### config.mk
export PLATFORM = sky130hd
export DESIGN_NAME = pipe_stage_reg
export DESIGN_NICKNAME = d
export VERILOG_FILES = /design/src/rtl/pipe_stage_reg.sv
export SDC_FILE = /design/constraint.sdc
export NUM_CORES = 1
export LEC_CHECK = 0
export CAP_MARGIN = 15
export CORE_ASPECT_RATIO = 0.9
export CORE_MARGIN = 4
export CORE_UTILIZATION = 36
export CTS_CLUSTER_SIZE = 30
export DETAILED_ROUTE_END_ITERATION = 10
export GPL_TIMING_DRIVEN = 1
export PLACE_DENSITY = 0.76
export SLEW_MARGIN = 20
export SYNTH_ARGS = -nofsm -noshare
export SYNTH_HDL_FRONTEND = slang
export SYNTH_SLANG_ARGS = --single-unit
### constraint.sdc
create_clock -name clk -period 2 [get_ports clk]
set_clock_uncertainty 0.2 [all_clocks]
set_input_delay 0.2 -clock clk [delete_from_list [all_inputs] [get_ports clk]]
set_output_delay 0.2 -clock clk [all_outputs]
set_load 0.03 [all_outputs]
### src/rtl/pipe_stage_reg.sv
// ---------------------------------------------------------------------------
// pipe_stage_reg
//
// Parameterised pipeline register chain with a per-stage valid bit, used to
// carry instruction results between pipeline stages.  DEPTH cascaded stages
// all update on the falling edge of clk.  Each edge applies exactly one of
// the following actions, listed from highest to lowest priority:
//   reset   - empty the pipe
//   flush   - empty the pipe
//   stall   - hold every stage and drop the incoming word
//   advance - shift one stage towards the output
// Every empty slot (bubble) carries RESET_VAL, so out_data is deterministic
// even when out_valid is low.
//
// Parameters
//   WIDTH     data width in bits (1..64)
//   DEPTH     number of cascaded stages (1..7)
//   RESET_VAL data value of every stage after reset or flush
//
// Ports
//   clk        in   single clock; all state changes on its falling edge
//   reset      in   synchronous active-high reset
//   in_data    in   [WIDTH-1:0] data entering stage 0
//   in_valid   in   in_data carries a real result
//   stall      in   freeze all stages; the incoming word is dropped
//   flush      in   turn every stage into a bubble
//   out_data   out  [WIDTH-1:0] last stage data (direct flop output)
//   out_valid  out  last stage valid bit (direct flop output)
//   occ        out  [2:0] number of stages holding valid data (flop output)
// ---------------------------------------------------------------------------
module pipe_stage_reg #(
  parameter int               WIDTH     = 32,
  parameter int               DEPTH     = 1,
  parameter logic [WIDTH-1:0] RESET_VAL = {WIDTH{1'b0}}
) (
  input  logic             clk,
  input  logic             reset,
  input  logic [WIDTH-1:0] in_data,
  input  logic             in_valid,
  input  logic             stall,
  input  logic             flush,
  output logic [WIDTH-1:0] out_data,
  output logic             out_valid,
  output logic [2:0]       occ
);

  logic [WIDTH-1:0] data_r [DEPTH];
  logic [DEPTH-1:0] valid_r;
  logic [2:0]       occ_r;

  logic [WIDTH-1:0] stage0_data_s;
  logic             stage0_valid_s;
  logic [2:0]       occ_adv_s;

  // Next stage-0 contents and the occupancy an advance would produce
  always_comb begin
    stage0_data_s  = RESET_VAL;
    stage0_valid_s = 1'b0;
    if (in_valid) begin
      stage0_data_s  = in_data;
      stage0_valid_s = 1'b1;
    end else begin
      stage0_data_s  = RESET_VAL;
      stage0_valid_s = 1'b0;
    end
    // One word may enter and one may leave on each advance.  The count is
    // bounded by DEPTH (at most 7), so it always fits in 3 bits.
    occ_adv_s = occ_r + {2'b00, in_valid} - {2'b00, valid_r[DEPTH-1]};
  end

  // Stage registers, valid bits and occupancy counter
  always_ff @(negedge clk) begin
    if (reset) begin
      for (int k = 0; k < DEPTH; k++) begin
        data_r[k] <= RESET_VAL;
      end
      valid_r <= {DEPTH{1'b0}};
      occ_r   <= 3'd0;
    end else if (flush) begin
      for (int k = 0; k < DEPTH; k++) begin
        data_r[k] <= RESET_VAL;
      end
      valid_r <= {DEPTH{1'b0}};
      occ_r   <= 3'd0;
    end else if (!stall) begin
      data_r[0]  <= stage0_data_s;
      valid_r[0] <= stage0_valid_s;
      for (int k = 1; k < DEPTH; k++) begin
        data_r[k]  <= data_r[k-1];
        valid_r[k] <= valid_r[k-1];
      end
      occ_r <= occ_adv_s;
    end else begin
      // Stalled: every stage keeps its contents and the incoming word is lost.
      occ_r <= occ_r;
    end
  end

  assign out_data  = data_r[DEPTH-1];
  assign out_valid = valid_r[DEPTH-1];
  assign occ       = occ_r;

endmodule

==> flow_summary.json <==
{
  "clock-root-buffer": "clkbuf_8",
  "placed_area_sq_um": 2260,
  "setup_tns_ns": -11.79,
  "globalRoute.totalOverflow": 0,
  "clkLatencyLatePin_ns": 0.35,
  "place_hpwl_microns": 2420,
  "cts_buffers": 5,
  "drv_slew": 0,
  "clkSinkCount": 36,
  "synth-main-ff-cell": "edfxtp_1",
  "synthCells": 95,
  "yosys_warnings": 0,
  "drc": 0,
  "htreeDepth": 2,
  "holdWs_ns": 0.286,
  "r2r-start": "occ[0]$_SDFFE_NP0N_",
  "rsz0062_at_grt": "yes",
  "report.power.total_uw": 2080,
  "cp-end-kind": "flip-flop",
  "synth_common_cells": "32 x edfxtp_1, 22 x and2_2, 10 x and2_1",
  "io_pins": 73,
  "dr.pass1.iters": 4,
  "core_area_sq_um": 3840,
  "routed_wirelength_microns": 3650,
  "vias": 1145,
  "hold_violations": 0,
  "die_height_microns": 68.7,
  "relSlewSlack_pct": 83.5,
  "clk_pin_slew_ns": 0.04,
  "initial_utilization_pct": 38.5,
  "fp.dieW_microns": 75.5,
  "cts_tree": "done",
  "synthArstFlopShare_pct": 0,
  "dpl.cell_count": 216,
  "num_rows": 21,
  "io_buffers": 72,
  "die_area_sq_um": 5190,
  "synth.yosys.seq_area_share_pct": 70.6,
  "drt_iter0_drc": 42,
  "status": "complete, but fails checks",
  "synth_top_area_share_pct": 65.1,
  "ir_drop_v": 0.000407,
  "yosys-top-cells-area": "edfxtp_1 65%, and2_2 11%, dfxtp_1 5.4%",
  "cp_max_fo": 2,
  "maxCapViolations": 0,
  "ant_nets": 0,
  "setup_ws_ns": -0.317,
  "num-fill-cells": 258,
  "final_area_sq_um": 2780,
  "crit_arrival_ns": 1.39,
  "tightest_slew_ns": 0.247,
  "crit_type": "input port to flip-flop",
  "synth-edff-count": 32,
  "setup_violations": 70,
  "yosysMostFrequentCell": "edfxtp_1",
  "power.density_nw_per_um2": 746,
  "vias_per_cell": 4.34,
  "reg2regPathDepth": 9,
  "syn_area_sq_um": 1480,
  "syn_nets": 135,
  "p_leak_uw": 0.00132,
  "violations": "setup timing",
  "n_antenna_cell": 0,
  "wl_per_cell_microns": 13.8,
  "grt_max_degree": 33,
  "syn_area_per_cell_sq_um": 15.5,
  "critPathLaunch": "in_valid",
  "num-nets-final": 258,
  "worstPathRequired_ns": 1.07,
  "startpoint_type": "input port",
  "r2r_slack_ns": -0.16,
  "synth_seq_cells": 36,
  "final_layout_size_suffix_gt1_share_pct": 47.7,
  "clockBufferDepth": 2,
  "worstReg2RegEnd": "occ[2]$_SDFFE_NP0N_",
  "grt_pass1_wl_microns": 5430,
  "instances_no_fill": 264,
  "post_synth_num_cell_types": 18,
  "place_congestion": 0.698,
  "first_global_vias": 1205,
  "endpoint": "occ[2]$_SDFFE_NP0N_",
  "area_growth_pct": 88.6,
  "grt_antenna_before_repair": 0,
  "min_path_type": "flip-flop to flip-flop",
  "synth_top_area_cell": "edfxtp_1",
  "grt_usage_pct": 14.9
}
==> critical path: stages <==
cell,delay [ns]
buf_8,0.08
ha_4,0.12
inv_2,0.03
fa_2,0.33
xnor2_1,0.14
or3_1,0.36
a21oi_2,0.13
==> how the worst min path moves through the flow <==
stage          cells after the start                     end                    from  slack (ns)
5_1_grt                            2  out_valid$_SDFFE_NP0N_  out_valid$_SDFFE_NP0N_        0.31
2_1_floorplan                      2  out_valid$_SDFFE_NP0N_  out_valid$_SDFFE_NP0N_        0.40
4_1_cts                            2  out_valid$_SDFFE_NP0N_  out_valid$_SDFFE_NP0N_        0.28
3_5_place_dp                       2  out_valid$_SDFFE_NP0N_  out_valid$_SDFFE_NP0N_        0.29
3_3_place_gp                       2     occ[2]$_SDFFE_NP0N_     occ[2]$_SDFFE_NP0N_        0.27
6_report                           2  out_valid$_SDFFE_NP0N_  out_valid$_SDFFE_NP0N_        0.29
==> cells by family after synthesis <==
logic type / synth area share (%)
DFF: 70.6
muxes: 0.679
and+or+nand+nor: 19.7
buffers and inverters: 4.07
xor gates and xnor gates: 0.594
adders and majority gates: 3.05
AOI/OAI and AO/OA: 1.36
==> placed cells by master (no fill, tap or decap), types with 2 or more instances in the layout <==
cell and instances:
buf_16 3, edfxtp_1 32, buf_4 4, clkdlybuf4s50_1 32, inv_1 39, dfxtp_2 4, buf_6 42, nor2_1 3
clkbuf_8 5, a21oi_1 2, buf_8 2, nor2_4 2, and2_4 32
==> registers in the layout (all words and copies together), names as in the netlist <==
| name | cells |
|---|---|
| occ | 3 |
| data_r | 32 |
| out_valid | 1 |
==> layout make-up <==
type	instances	area [sq um]	area share, %
clock buffers	5	68.8	2.47
clock inverters	38	169	6.07
inverters	3	11.3	0.405
multi-input cells	51	469	16.9
flip-flops and latches	36	1050	37.6
well taps	46	57.6	2.07
repair buffers	85	961	34.5
==> per-layer routing <==
layer  GRT usage, %  up-vias  wire length, microns
met2           26.0       55                  1890
met5              0        -                     0
met1           12.7      518                  1310
met3           10.1        7                   397
met4           7.86        0                    46
li1               -      565                     -
==> timing repair <==
item	CTS	global route
hold buffers	0	0
gates resized for setup	81	3
endpoints found under the setup margin	104	70
pin swaps	6	7
cloned	3	0
buffers inserted	6	0
==> through the flow <==
step	setup slack, ns	utilization [%]
after floorplan	-0.463	-
after global placement	-1.02	58.9
after detailed placement	-1.12	58.9
after CTS	-0.340	73.6
after global routing	-0.350	72.5
final	-0.317	72.5
==> power breakdown <==
group          switching [uW]  internal, uW
registers                18.6           861
clock network             425           455
logic                     142           175
Power figures use the tool's default switching activity.
